File: src/rtl/mc_ctrl_pkg.sv
// Shared types for the multicycle MIPS main controller: state codes, opcodes,
// datapath select encodings and the per-state control decode.
package mc_ctrl_pkg;

  typedef enum logic [3:0] {
    S_FETCH   = 4'd0,
    S_DECODE  = 4'd1,
    S_MEMADR  = 4'd2,
    S_MEMRD   = 4'd3,
    S_MEMWB   = 4'd4,
    S_MEMWR   = 4'd5,
    S_EXECUTE = 4'd6,
    S_ALUWB   = 4'd7,
    S_BRANCH  = 4'd8,
    S_ADDIEX  = 4'd9,
    S_ADDIWB  = 4'd10,
    S_JUMP    = 4'd11,
    S_LUIEX   = 4'd12,
    S_SLTIEX  = 4'd13,
    S_BLEZBR  = 4'd14,
    S_TRAP    = 4'd15
  } statetype_t;

  localparam logic [5:0] OP_RTYPE = 6'b000000;
  localparam logic [5:0] OP_J     = 6'b000010;
  localparam logic [5:0] OP_BEQ   = 6'b000100;
  localparam logic [5:0] OP_BLEZ  = 6'b000110;
  localparam logic [5:0] OP_ADDI  = 6'b001000;
  localparam logic [5:0] OP_SLTI  = 6'b001010;
  localparam logic [5:0] OP_LUI   = 6'b001111;
  localparam logic [5:0] OP_LW    = 6'b100011;
  localparam logic [5:0] OP_SW    = 6'b101011;

  typedef enum logic [2:0] {
    SRCB_B      = 3'b000,
    SRCB_FOUR   = 3'b001,
    SRCB_IMM    = 3'b010,
    SRCB_IMMSH2 = 3'b011,
    SRCB_IMMHI  = 3'b100
  } alusrcb_t;

  typedef enum logic [1:0] {
    PCSRC_ALU    = 2'b00,
    PCSRC_ALUOUT = 2'b01,
    PCSRC_JUMP   = 2'b10
  } pcsrc_t;

  typedef enum logic [1:0] {
    ALUOP_ADD   = 2'b00,
    ALUOP_SUB   = 2'b01,
    ALUOP_FUNCT = 2'b10,
    ALUOP_SLT   = 2'b11
  } aluop_t;

  // fetch marks the state whose irwrite/pcwrite follow mem_ready
  typedef struct packed {
    logic     iord;
    logic     fetch;
    logic     pcwrite;
    logic     branch;
    logic     blez;
    logic     memwrite;
    logic     regwrite;
    logic     regdst;
    logic     memtoreg;
    logic     alusrca;
    alusrcb_t alusrcb;
    pcsrc_t   pcsrc;
    aluop_t   aluop;
  } ctrl_t;

  function automatic ctrl_t ctrl_of(input statetype_t s);
    ctrl_t c;
    c = '0;
    case (s)
      S_FETCH:   begin c.fetch = 1'b1; c.alusrcb = SRCB_FOUR; end
      S_DECODE:  c.alusrcb = SRCB_IMMSH2;
      S_MEMADR:  begin c.alusrca = 1'b1; c.alusrcb = SRCB_IMM; end
      S_MEMRD:   c.iord = 1'b1;
      S_MEMWB:   begin c.regwrite = 1'b1; c.memtoreg = 1'b1; end
      S_MEMWR:   begin c.iord = 1'b1; c.memwrite = 1'b1; end
      S_EXECUTE: begin c.alusrca = 1'b1; c.aluop = ALUOP_FUNCT; end
      S_ALUWB:   begin c.regwrite = 1'b1; c.regdst = 1'b1; end
      S_BRANCH:  begin
        c.alusrca = 1'b1; c.aluop = ALUOP_SUB; c.branch = 1'b1; c.pcsrc = PCSRC_ALUOUT;
      end
      S_BLEZBR:  begin
        c.alusrca = 1'b1; c.aluop = ALUOP_SUB; c.blez = 1'b1; c.pcsrc = PCSRC_ALUOUT;
      end
      S_ADDIEX:  begin c.alusrca = 1'b1; c.alusrcb = SRCB_IMM; end
      S_SLTIEX:  begin c.alusrca = 1'b1; c.alusrcb = SRCB_IMM; c.aluop = ALUOP_SLT; end
      S_LUIEX:   begin c.alusrca = 1'b1; c.alusrcb = SRCB_IMMHI; end
      S_ADDIWB:  c.regwrite = 1'b1;
      S_JUMP:    begin c.pcsrc = PCSRC_JUMP; c.pcwrite = 1'b1; end
      default:   ;
    endcase
    return c;
  endfunction

endpackage

File: src/rtl/mc_ctrl_fsm_if.sv
// Controller <-> datapath bundle: instruction opcode and memory handshake in,
// datapath strobes/selects and status out.
interface mc_ctrl_fsm_if;
  logic [5:0] op;
  logic       mem_ready;
  logic       iord;
  logic       irwrite;
  logic       pcwrite;
  logic       branch;
  logic       blez;
  logic       memwrite;
  logic       regwrite;
  logic       regdst;
  logic       memtoreg;
  logic       alusrca;
  logic [2:0] alusrcb;
  logic [1:0] pcsrc;
  logic [1:0] aluop;
  logic [3:0] state_o;
  logic       illegal;
  logic       mem_timeout;

  modport master (
    input  op, mem_ready,
    output iord, irwrite, pcwrite, branch, blez, memwrite, regwrite, regdst,
           memtoreg, alusrca, alusrcb, pcsrc, aluop, state_o, illegal, mem_timeout
  );

  modport slave (
    output op, mem_ready,
    input  iord, irwrite, pcwrite, branch, blez, memwrite, regwrite, regdst,
           memtoreg, alusrca, alusrcb, pcsrc, aluop, state_o, illegal, mem_timeout
  );
endinterface

File: src/rtl/mc_wait_timer.sv
// Memory wait counter: counts not-ready cycles in a memory state and flags
// expiry when the count has reached TO_CYC (TO_CYC = 0 disables expiry).
module mc_wait_timer #(
  parameter int unsigned TO_CYC = 16
) (
  input  logic clk,
  input  logic reset,
  input  logic clr,
  input  logic tick,
  output logic expired
);
  localparam int unsigned TO_W = (TO_CYC > 0) ? $clog2(TO_CYC + 1) : 1;
  localparam logic [TO_W-1:0] LIMIT = TO_W'(TO_CYC);

  logic [TO_W-1:0] cnt_q;

  always_ff @(posedge clk or posedge reset) begin
    if (reset) begin
      cnt_q <= '0;
    end else if (clr) begin
      cnt_q <= '0;
    end else if (tick && (cnt_q != '1)) begin
      cnt_q <= cnt_q + TO_W'(1);
    end
  end

  // tick is low when mem_ready is high, so a ready in the limit cycle wins
  assign expired = (TO_CYC != 0) && tick && (cnt_q == LIMIT);
endmodule

File: src/rtl/mc_ctrl_fsm.sv
// Multicycle MIPS main controller (Moore FSM, registered state-decoded outputs).
// Build option MC_ILLEGAL_TRAP_EN: undefined opcodes trap and set sticky illegal.
module mc_ctrl_fsm
  import mc_ctrl_pkg::*;
#(
  parameter int unsigned TO_CYC = 16
) (
  input logic           clk,
  input logic           reset,
  mc_ctrl_fsm_if.master bus
);
  statetype_t state_q, state_d;
  ctrl_t      ctrl_q;
  logic       illegal_q, illegal_d;
  logic       timeout_q, timeout_d;
  logic       mem_state, tick, clr, expired;

  assign mem_state = state_q inside {S_FETCH, S_MEMRD, S_MEMWR};
  assign tick      = mem_state & ~bus.mem_ready;
  assign clr       = bus.mem_ready | (state_d != state_q);

  mc_wait_timer #(.TO_CYC(TO_CYC)) u_timer (
    .clk     (clk),
    .reset   (reset),
    .clr     (clr),
    .tick    (tick),
    .expired (expired)
  );

  always_comb begin
    state_d   = state_q;
    illegal_d = illegal_q;
    timeout_d = timeout_q;
    if (expired) begin
      state_d   = S_TRAP;
      timeout_d = 1'b1;
    end else begin
      case (state_q)
        S_FETCH:  if (bus.mem_ready) state_d = S_DECODE;
        S_DECODE: begin
          case (bus.op)
            OP_LW, OP_SW: state_d = S_MEMADR;
            OP_RTYPE:     state_d = S_EXECUTE;
            OP_BEQ:       state_d = S_BRANCH;
            OP_BLEZ:      state_d = S_BLEZBR;
            OP_ADDI:      state_d = S_ADDIEX;
            OP_SLTI:      state_d = S_SLTIEX;
            OP_LUI:       state_d = S_LUIEX;
            OP_J:         state_d = S_JUMP;
            default: begin
`ifdef MC_ILLEGAL_TRAP_EN
              state_d   = S_TRAP;
              illegal_d = 1'b1;
`else
              state_d   = S_FETCH;
`endif
            end
          endcase
        end
        S_MEMADR: state_d = (bus.op == OP_SW) ? S_MEMWR : S_MEMRD;
        S_MEMRD:  if (bus.mem_ready) state_d = S_MEMWB;
        S_MEMWR:  if (bus.mem_ready) state_d = S_FETCH;
        S_EXECUTE: state_d = S_ALUWB;
        S_ADDIEX, S_SLTIEX, S_LUIEX: state_d = S_ADDIWB;
        S_MEMWB, S_ALUWB, S_ADDIWB, S_BRANCH, S_BLEZBR, S_JUMP: state_d = S_FETCH;
        S_TRAP:   state_d = S_TRAP;
        default:  state_d = S_FETCH;
      endcase
    end
  end

  // Outputs are registered from the next state so they align with state_q.
  always_ff @(posedge clk or posedge reset) begin
    if (reset) begin
      state_q   <= S_FETCH;
      ctrl_q    <= ctrl_of(S_FETCH);
      illegal_q <= 1'b0;
      timeout_q <= 1'b0;
    end else begin
      state_q   <= state_d;
      ctrl_q    <= ctrl_of(state_d);
      illegal_q <= illegal_d;
      timeout_q <= timeout_d;
    end
  end

  assign bus.iord        = ctrl_q.iord;
  assign bus.irwrite     = ctrl_q.fetch & bus.mem_ready & ~reset;
  assign bus.pcwrite     = ctrl_q.pcwrite | (ctrl_q.fetch & bus.mem_ready & ~reset);
  assign bus.branch      = ctrl_q.branch;
  assign bus.blez        = ctrl_q.blez;
  assign bus.memwrite    = ctrl_q.memwrite;
  assign bus.regwrite    = ctrl_q.regwrite;
  assign bus.regdst      = ctrl_q.regdst;
  assign bus.memtoreg    = ctrl_q.memtoreg;
  assign bus.alusrca     = ctrl_q.alusrca;
  assign bus.alusrcb     = ctrl_q.alusrcb;
  assign bus.pcsrc       = ctrl_q.pcsrc;
  assign bus.aluop       = ctrl_q.aluop;
  assign bus.state_o     = state_q;
  assign bus.illegal     = illegal_q;
  assign bus.mem_timeout = timeout_q;
endmodule
File: src/flat_wrapper.sv
// flat-port wrapper written by rule: the top's interface ports become plain ports
module mc_ctrl_fsm_flat import mc_ctrl_pkg::*;
#(
  parameter int unsigned TO_CYC = 16
)
  (clk, reset, bus_op, bus_mem_ready, bus_iord, bus_irwrite, bus_pcwrite, bus_branch, bus_blez, bus_memwrite, bus_regwrite, bus_regdst, bus_memtoreg, bus_alusrca, bus_alusrcb, bus_pcsrc, bus_aluop, bus_state_o, bus_illegal, bus_mem_timeout);
  mc_ctrl_fsm_if bus_i ();
  input logic clk;
  input logic reset;
  input wire logic [$bits(bus_i.op)-1:0] bus_op;
  input wire logic [$bits(bus_i.mem_ready)-1:0] bus_mem_ready;
  output wire logic [$bits(bus_i.iord)-1:0] bus_iord;
  output wire logic [$bits(bus_i.irwrite)-1:0] bus_irwrite;
  output wire logic [$bits(bus_i.pcwrite)-1:0] bus_pcwrite;
  output wire logic [$bits(bus_i.branch)-1:0] bus_branch;
  output wire logic [$bits(bus_i.blez)-1:0] bus_blez;
  output wire logic [$bits(bus_i.memwrite)-1:0] bus_memwrite;
  output wire logic [$bits(bus_i.regwrite)-1:0] bus_regwrite;
  output wire logic [$bits(bus_i.regdst)-1:0] bus_regdst;
  output wire logic [$bits(bus_i.memtoreg)-1:0] bus_memtoreg;
  output wire logic [$bits(bus_i.alusrca)-1:0] bus_alusrca;
  output wire logic [$bits(bus_i.alusrcb)-1:0] bus_alusrcb;
  output wire logic [$bits(bus_i.pcsrc)-1:0] bus_pcsrc;
  output wire logic [$bits(bus_i.aluop)-1:0] bus_aluop;
  output wire logic [$bits(bus_i.state_o)-1:0] bus_state_o;
  output wire logic [$bits(bus_i.illegal)-1:0] bus_illegal;
  output wire logic [$bits(bus_i.mem_timeout)-1:0] bus_mem_timeout;
  assign bus_i.op = bus_op;
  assign bus_i.mem_ready = bus_mem_ready;
  assign bus_iord = bus_i.iord;
  assign bus_irwrite = bus_i.irwrite;
  assign bus_pcwrite = bus_i.pcwrite;
  assign bus_branch = bus_i.branch;
  assign bus_blez = bus_i.blez;
  assign bus_memwrite = bus_i.memwrite;
  assign bus_regwrite = bus_i.regwrite;
  assign bus_regdst = bus_i.regdst;
  assign bus_memtoreg = bus_i.memtoreg;
  assign bus_alusrca = bus_i.alusrca;
  assign bus_alusrcb = bus_i.alusrcb;
  assign bus_pcsrc = bus_i.pcsrc;
  assign bus_aluop = bus_i.aluop;
  assign bus_state_o = bus_i.state_o;
  assign bus_illegal = bus_i.illegal;
  assign bus_mem_timeout = bus_i.mem_timeout;
  mc_ctrl_fsm #(.TO_CYC(TO_CYC)) u_core (.clk(clk), .reset(reset), .bus(bus_i));
endmodule
File: config.mk
export PLATFORM = sky130hd
export DESIGN_NAME = mc_ctrl_fsm_flat
export DESIGN_NICKNAME = d
export VERILOG_FILES = /design/src/rtl/mc_ctrl_pkg.sv /design/src/rtl/mc_ctrl_fsm_if.sv /design/src/rtl/mc_wait_timer.sv /design/src/rtl/mc_ctrl_fsm.sv /design/src/flat_wrapper.sv
export SDC_FILE = /design/constraint.sdc
export NUM_CORES = 1
export LEC_CHECK = 0
export BUFFER_PORTS_ARGS = -buffer_cell sky130_fd_sc_hd__buf_4
export CAP_MARGIN = 20
export CORE_ASPECT_RATIO = 1.5
export CORE_UTILIZATION = 45
export CTS_CLUSTER_DIAMETER = 40
export CTS_CLUSTER_SIZE = 30
export DETAILED_ROUTE_END_ITERATION = 10
export GPL_TIMING_DRIVEN = 0
export HOLD_SLACK_MARGIN = 0.1
export PLACE_DENSITY = 0.65
export SLEW_MARGIN = 10
export SYNTH_ARGS = -nofsm -noshare
export SYNTH_HDL_FRONTEND = slang
export SYNTH_HIERARCHICAL = 1
export SYNTH_SLANG_ARGS = --single-unit
File: constraint.sdc
create_clock -name clk -period 4.63 [get_ports clk]
set_input_delay 1.1575 -clock clk [delete_from_list [all_inputs] [get_ports clk]]
set_output_delay 1.1575 -clock clk [all_outputs]
set_load 0.02 [all_outputs]
==> impl_results.md, run 1 <==
- Detailed placement HPWL: 2460 um
- Total via count after detailed routing: 1312
- Highest cell delay on the worst timing path: roughly 0.36 ns
- Global-route wire length before repair: 5550 um
- Summed negative setup slack over all endpoints: 0 ns
- Quantity of I/O buffers inserted on ports: 28
- Post-Syn Area per Cell: between 9 and 10 um2
- Count of final setup violators: 0
- Library cell contributing the largest single delay on the critical path: sky130_fd_sc_hd__and3_1
- Final period demand of the worst path: 3.52 ns
- Top post-synthesis cells by area: sky130_fd_sc_hd__dfrtp_1, sky130_fd_sc_hd__nor2_1, sky130_fd_sc_hd__buf_4, sky130_fd_sc_hd__dfstp_2, sky130_fd_sc_hd__a21oi_1
- Worst Path Required: 3.47 ns
- Yosys top cell area share: 0.391
- Share of synthesized registers carrying an async set or reset: 1.00
- Seq/Total Area, Yosys: 0.423
- Result of the run: finished, final reports clean
- Die ar.: ~3800 um2
- Length of routed met3 wiring: 125 um
- Non-Filler Cell Area, Final: 1910 um2
- Clock Latency Late Sink: 0.26 ns
- Worst VDD drop: 0.259 mV
- Drt drc: 0
- Data arrival time of the critical path: roughly 2.4 ns
- Fmax achieved: 284 MHz
- CTS sink count: 27
- Min Hold Slack: 0.476 ns
- CP Capture Type: output pin
- Worst Slack Setup Final: 1.11 ns
- Mapped Cells: between 150 and 200
- Count of max-cap constraint violations: 0
- Biggest fanout along the worst timing path: 23
- Combined flip-flop and latch cell area: 678 um2
- Count of pins over their slew limit: 0
- Routed WL: 3220 um
- Post-synthesis instance area: 1600 um2
- Kind of cell adding the most delay to the critical path: simple AND/OR/NAND/NOR gates
- List of cells traversed by the critical path: buf_4, inv_1, and3_1, or2_2, buf_4
- Vertical die dimension: 75.1 um
- Total routing usage reported by global routing: 0.191
- Total power density per cell area: 519 nW/um2
- Hold-fix buffers at CTS: 0
- Chip Width: 50.7 um
- Cell with the most instances on the worst path: sky130_fd_sc_hd__buf_4
- Internal Power: 0.000587 W
- Net count of the mapped netlist: 179
- CTS clk-pin slew, worst paths: 0.09 ns
- Leading register cell type out of synthesis: sky130_fd_sc_hd__dfrtp_1
- Maximum number of pins on one net before global-route repair: 24
- Slew headroom: 0.410
- Tcrit/Tclk final: 0.760
- Flop and latch count out of synthesis: 27
- DRC violation total after the first TritonRoute iteration: 33
- Post-detailed-placement cell area: 1860 um2
- Number of post-CTS setup repair buffers: 0
- Detail-routed via count per cell: 5.44
- Number of buffers and inverters on the critical path: 3
- Cts bufs inserted: 3
- Sum of met2 wire segment lengths after detailed routing: 1740 um
- Worst Setup Start Kind: input pin
- Count of flip-flops with a built-in enable after synthesis: 0
- Count of standard-cell rows: 26
- Fraction of layout cells with a size suffix above 1: 0.296
- Leakage power: 0.987 nW
- Minimum setup slack after placement: 1.05 ns
- Net total in the final layout: 212
- Maximum clock path buffer count: 2
- M1 wire length: 1280 um
- Antenna-violating nets left: 0
- Starting Density: 0.469
- Hold violation count in the final report: 0
- Yosys warns: 6
- Post-synth cell types: slightly above 50
- Clock tree from TritonCTS: done
- Largest area contributor in the synthesized netlist: sky130_fd_sc_hd__dfrtp_1
- Area growth, synth to finish: 19.3%
- RSZ-0062 raised after global routing: no
- Router iterations before antenna repair: 4
- Net Sw Frac: 0.408
- Part of the total power dissipated in the clock network: 0.128
- Part of the total power dissipated in sequential elements: 0.316
- Clk_skew: approximately 0.0068 ns
- Initial antenna violation count: 0
- Highest Signal Layer: met4
- Most frequent cell after synthesis: sky130_fd_sc_hd__dfrtp_1
- Number of instances resized during post-cts repair: 0
- Final Instance Count excl. Fillers: 241
- Class of the tightest hold or removal check: reg -> reg
- Critical path start-end classification: in -> out
- Number of diodes: 0
- Number of global-route vias before repair: between 1k and 1.5k
- Comb pwr share: 0.556
- Area of the placeable core: 3420 um2
- Measured slew at the worst slew-check pin: 0.877 ns
- Filler cells: roughly 310
- Root Buffer: sky130_fd_sc_hd__clkbuf_8
- Net switching power: 0.000405 W
- Total overflow reported by the global router: 0
- Placer congestion estimate: 0.881
- Cell total after placement: 237
- Commonest cells post-synth: sky130_fd_sc_hd__dfrtp_1, sky130_fd_sc_hd__nor2_1, sky130_fd_sc_hd__a21oi_1, sky130_fd_sc_hd__buf_4, sky130_fd_sc_hd__inv_1
- Routed WL per cell: 13.3 um
- Maximum level of the CTS H-tree: 1
- Area of the multi-input gates: 783 um2
- Io pins: 32
[cells in the final DEF (no fill, tap or decap), types with 4 or more instances in the layout]
master	instances
sky130_fd_sc_hd__xor2_1	5
sky130_fd_sc_hd__nor3_1	5
sky130_fd_sc_hd__nand2_1	6
sky130_fd_sc_hd__nor2b_1	6
sky130_fd_sc_hd__a21oi_1	9
sky130_fd_sc_hd__inv_1	7
sky130_fd_sc_hd__buf_2	4
sky130_fd_sc_hd__nor4_1	4
sky130_fd_sc_hd__dfrtp_1	25
sky130_fd_sc_hd__nor2_1	19
sky130_fd_sc_hd__o21ai_0	4
sky130_fd_sc_hd__and3_1	5
sky130_fd_sc_hd__buf_4	37
[through the flow]
stage           util  power [W]
3_3_place_gp   0.546   0.000855
3_5_place_dp   0.546   0.000865
5_1_grt        0.559    0.00107
6_report       0.559   0.000991
4_1_cts        0.559   0.000998
2_1_floorplan      -   0.000721
[worst paths after layout]
check	startpoint	end	slack, ns	cells past startpoint
min	u_core/bus.mem_timeout$_DFFE_PP0P_	u_core/bus.mem_timeout$_DFFE_PP0P_	0.48	1
min reg2reg	u_core/bus.mem_timeout$_DFFE_PP0P_	u_core/bus.mem_timeout$_DFFE_PP0P_	0.48	1
max	reset	bus_pcwrite	1.11	5
max reg2reg	u_core/bus.state_o[3]$_DFF_PP0_	u_core/u_timer/cnt_q[3]$_DFFE_PP0P_	1.44	9
min in group asynchronous	reset	u_core/u_timer/cnt_q[2]$_DFFE_PP0P_	0.79	2
max in group asynchronous	reset	u_core/bus.aluop[1]$_DFF_PP0_	3.09	2
[area by class of cell]
| type | instances | share of cell area |
|---|---|---|
| Buffer | 17 | 0.0576 |
| Clock buffer | 3 | 0.0216 |
| Clock inverter | 1 | 0.00262 |
| Inverter | 8 | 0.0157 |
| Multi-Input combinational cell | 115 | 0.410 |
| Sequential cell | 27 | 0.355 |
| Tap cell | 42 | 0.0275 |
| Timing Repair Buffer | 28 | 0.110 |
[worst register-to-register path: cells and delay by family (launching register included)]
| family | cells | cell delay, ns |
|---|---|---|
| and+or+nand+nor | 5 | 1.55 |
| xor gates and xnor gates | 1 | 0.14 |
| buffers and inverters | 2 | 0.65 |
| muxes | 1 | 0.27 |
| DFF | 1 | 0.48 |
[cells by family (layout without fill, tap and decap cells)]
family                   count (synthesis)  count (layout)  share of synthesized area
multiplexers                             5               5                     0.0352
XOR/XNOR                                 7               7                     0.0383
AND/OR/NAND/NOR                         70              70                      0.259
buffers and inverters                   25              57                     0.0875
adder cells (fa/ha/maj)                  4               4                     0.0305
flip-flops                              27              27                      0.423
other                                    1               1                    0.00234
AO/OA/AOI/OAI                           28              28                      0.124
[power groups by stage]
stage	Clock (W)	Sequential [W]	Combinational, W
6_report	0.000127	0.000314	0.000551
3_5_place_dp	0	0.000318	0.000547
4_1_cts	0.000135	0.000314	0.000550
3_3_place_gp	0	0.000318	0.000537
2_1_floorplan	0	0.000347	0.000374
5_1_grt	0.000145	0.000319	0.000603
[routing by layer]
layer | vias to the layer above | track usage
li1 | 640 | -
met1 | 614 | 0.218
met2 | 48 | 0.351
met3 | 10 | 0.0162
met4 | 0 | 0.102
met5 | - | 0
[state kept, by name, indices dropped and copies added, names as in the netlist, 2 cells and up]
name	cells
u_core/bus.aluop	2
u_core/bus.state_o	4
u_core/u_timer/cnt_q	5
u_core/bus.alusrcb	3
u_core/bus.pcsrc	2
u_core/ctrl_q	2
Note: power is estimated with default switching activity, not from simulation.
==> run 2: changes to the inputs <==
--- a/config.mk
+++ b/config.mk
@@ -5,6 +5,7 @@
 export SDC_FILE = /design/constraint.sdc
 export NUM_CORES = 1
 export LEC_CHECK = 0
+export ABC_AREA = 1
 export BUFFER_PORTS_ARGS = -buffer_cell sky130_fd_sc_hd__buf_4
 export CAP_MARGIN = 20
 export CORE_ASPECT_RATIO = 1.5
@@ -14,7 +15,7 @@
 export DETAILED_ROUTE_END_ITERATION = 10
 export GPL_TIMING_DRIVEN = 0
 export HOLD_SLACK_MARGIN = 0.1
-export PLACE_DENSITY = 0.65
+export PLACE_DENSITY = 0.68
 export SLEW_MARGIN = 10
 export SYNTH_ARGS = -nofsm -noshare
 export SYNTH_HDL_FRONTEND = slang
==> constraint.sdc (replaced) <==
create_clock -name clk -period 3.2 [get_ports clk]
set_input_delay 0.8 -clock clk [delete_from_list [all_inputs] [get_ports clk]]
set_output_delay 0.8 -clock clk [all_outputs]
set_load 0.02 [all_outputs]
==> impl_results.md, run 2 <==
- Maximum number of pins on one net before global-route repair: 23
- Routed WL: 3020 um
- Worst VDD drop: 0.449 mV
- Vertical die dimension: about 75 um
- Antenna-violating nets left: 0
- Total overflow reported by the global router: 0
- Clock Latency Late Sink: 0.27 ns
- Maximum level of the CTS H-tree: 1
- Total via count after detailed routing: 1395
- Router iterations before antenna repair: 5
- Global-route wire length before repair: 5180 um
- Root Buffer: sky130_fd_sc_hd__clkbuf_8
- Internal Power: 0.000763 W
- Measured slew at the worst slew-check pin: just under 0.8 ns
- Post-synthesis instance area: 1600 um2
- Drt drc: 0
- Number of instances resized during post-cts repair: 0
- Post-Syn Area per Cell: approximately 7.2 um2
- Hold-fix buffers at CTS: 0
- Biggest fanout along the worst timing path: 8
- Total routing usage reported by global routing: 0.174
- Max reg flops: 5
- Leading cell type in the layout, fill and taps excluded: sky130_fd_sc_hd__nand2_1
- Part of the total power dissipated in the clock network: 0.140
- Final period demand of the worst path: 2.60 ns
- Detailed placement HPWL: approximately 2500 um
- Io pins: 32
- Net total in the final layout: 268
- Largest area contributor in the synthesized netlist: sky130_fd_sc_hd__dfrtp_1
- Commonest cells post-synth: sky130_fd_sc_hd__nand2_1, sky130_fd_sc_hd__inv_1, sky130_fd_sc_hd__nor2_1, sky130_fd_sc_hd__dfrtp_1, sky130_fd_sc_hd__nand3_1
- Comb pwr share: 0.509
- Clock tree from TritonCTS: done
- Quantity of I/O buffers inserted on ports: 30
- Placer congestion estimate: approximately 0.82
- Worst Setup Start Kind: flip-flop
- Class of the tightest hold or removal check: in -> async
- Most flop-heavy register: u_core/u_timer/cnt_q
- Number of global-route vias before repair: approximately 1.3k
- Seq/Total Area, Yosys: 0.423
- Part of the total power dissipated in sequential elements: 0.351
- Count of standard-cell rows: 26
- Area growth, synth to finish: 20.4%
- Total power density per cell area: 707 nW/um2
- Result of the run: finished, final reports clean
- Yosys warns: 6
- Tcrit/Tclk final: 0.813
- RSZ-0062 raised after global routing: no
- Chip Width: 50.7 um
- Net switching power: 0.000600 W
- Post-synth cell types: 25
- Count of max-cap constraint violations: 0
- Worst setup startpoint: u_core/bus.state_o[3]$_DFF_PP0_
- Critical path start-end classification: reg -> reg
- DRC violation total after the first TritonRoute iteration: 29
- Fmax achieved: between 300 and 400 MHz
- Share of synthesized registers carrying an async set or reset: 1.00
- Net count of the mapped netlist: 233
- Starting Density: 0.469
- Count of final setup violators: 0
- Area of the multi-input gates: 709 um2
- Filler cells: 344
- Count of flip-flops with a built-in enable after synthesis: 0
- Clk_skew: 0.00787 ns
- Detail-routed via count per cell: around 4.7
- Leading register cell type out of synthesis: sky130_fd_sc_hd__dfrtp_1
- Maximum clock path buffer count: 2
- Most frequent cells in the layout: sky130_fd_sc_hd__nand2_1, sky130_fd_sc_hd__buf_4, sky130_fd_sc_hd__inv_1, sky130_fd_sc_hd__nor2_1, sky130_fd_sc_hd__dfrtp_1
- Summed negative setup slack over all endpoints: 0 ns
- Top post-synthesis cells by area: sky130_fd_sc_hd__dfrtp_1, sky130_fd_sc_hd__nand2_1, sky130_fd_sc_hd__inv_1, sky130_fd_sc_hd__nor2_1, sky130_fd_sc_hd__nand3_1
- Most frequent cell after synthesis: sky130_fd_sc_hd__nand2_1
- Mapped Cells: 221
- CP Capture Type: flip-flop
- Slew headroom: 0.475
- Final Instance Count excl. Fillers: 297
- Net Sw Frac: 0.440
- Routed WL per cell: 10.2 um
- Cts bufs inserted: 3
- Flop and latch count out of synthesis: 27
- FF-to-FF Start: u_core/bus.state_o[3]$_DFF_PP0_
- Area of the placeable core: approximately 3400 um2
- Data arrival time of the critical path: 2.76 ns
- Combined flip-flop and latch cell area: 678 um2
- Count of pins over their slew limit: 0
- Leakage power: 1.11 nW
- CTS clk-pin slew, worst paths: 0.09 ns
- Hold violation count in the final report: 0
- Number of post-CTS setup repair buffers: 0
- Die ar.: 3810 um2
- Worst Path Required: 3.35 ns
- CTS sink count: 27
- Initial antenna violation count: 0
- Cell total after placement: 293
- Number of diodes: 0
- Yosys top cell area share: 0.391
- Min Hold Slack: ~0.44 ns
- Fraction of layout cells with a size suffix above 1: 0.267
[run 2: changes by cell type after synthesis, moves of 5 or more]
cell and delta:
sky130_fd_sc_hd__a21oi_1 -6, sky130_fd_sc_hd__and3_1 -5, sky130_fd_sc_hd__inv_1 +27, sky130_fd_sc_hd__inv_2 +6, sky130_fd_sc_hd__nand2_1 +42, sky130_fd_sc_hd__nand3_1 +20
sky130_fd_sc_hd__nor2_1 +13, sky130_fd_sc_hd__nor2_2 +7, sky130_fd_sc_hd__nor2b_1 -6
[run 2: worst paths after layout]
check                           depth (start not counted)  slack (ns)                                  end
worst max register to register                         18        0.60  u_core/u_timer/cnt_q[0]$_DFFE_PP0P_
max in group asynchronous                               2        2.02          u_core/ctrl_q[14]$_DFF_PP0_
worst max-delay path                                   18        0.60  u_core/u_timer/cnt_q[0]$_DFFE_PP0P_
worst min register to register                          1        0.49   u_core/bus.mem_timeout$_DFFE_PP0P_
worst min-delay path                                    2        0.44  u_core/u_timer/cnt_q[2]$_DFFE_PP0P_
min in group clk                                        1        0.49   u_core/bus.mem_timeout$_DFFE_PP0P_
[run 2: routing by layer]
layer	track usage	vias to the layer above	routed length, um
met4	0.0278	0	26
li1	-	744	-
met3	0.0182	2	46
met5	0	-	0
met2	0.339	17	1620
met1	0.207	632	1330
[run 2: critical path: stages, from the launching register on]
cell and delay [ns]:
sky130_fd_sc_hd__dfrtp_1 0.48, sky130_fd_sc_hd__inv_1 0.13, sky130_fd_sc_hd__nand2_1 0.09, sky130_fd_sc_hd__nor2_1 0.16, sky130_fd_sc_hd__a21oi_1 0.06, sky130_fd_sc_hd__a21oi_1 0.28, sky130_fd_sc_hd__nand3_1 0.12, sky130_fd_sc_hd__nor3_1 0.21
sky130_fd_sc_hd__inv_1 0.20, sky130_fd_sc_hd__nand2_1 0.11, sky130_fd_sc_hd__inv_1 0.05, sky130_fd_sc_hd__nand3_2 0.12, sky130_fd_sc_hd__nand2_1 0.06, sky130_fd_sc_hd__nand3_1 0.07, sky130_fd_sc_hd__nor2_1 0.05, sky130_fd_sc_hd__nand3_1 0.10
sky130_fd_sc_hd__inv_1 0.09, sky130_fd_sc_hd__nand2_1 0.08, sky130_fd_sc_hd__a21oi_1 0.04
[run 2: cell families after synthesis]
group	after synthesis	synth area share
simple gates	128	0.370
buf+inv	49	0.134
flops	27	0.423
compound gates	12	0.0422
fa+ha+maj	3	0.0234
xor+xnor	1	0.00547
other cells	1	0.00234
[run 2: area by class of cell]
type	instances	share of cell area
well taps	42	0.0273
flip-flops and latches	27	0.352
repair buffers	30	0.117
clock buffers	3	0.0214
inverters	41	0.0798
multi-input cells	145	0.368
clock inverters	1	0.00389
plain buffers	8	0.0311
[run 2: power groups by stage]
stage / logic, W / registers [W] / clock network, W
5_1_grt: 0.000775 / 0.000489 / 0.000211
4_1_cts: 0.000696 / 0.000479 / 0.000199
2_1_floorplan: 0.000446 / 0.000526 / 0
3_3_place_gp: 0.000685 / 0.000486 / 0
3_5_place_dp: 0.000694 / 0.000485 / 0
6_report: 0.000694 / 0.000478 / 0.000191
[run 2: stage by stage]
step,cell area (um2),setup slack (ns),utilization,power [W]
floorplan,1600,0.957,-,0.000972
global placement,1880,0.608,0.550,0.00117
detailed placement,1880,0.568,0.550,0.00118
CTS,1930,0.580,0.564,0.00137
global route,1930,0.257,0.564,0.00147
finish,1930,0.598,0.564,0.00136
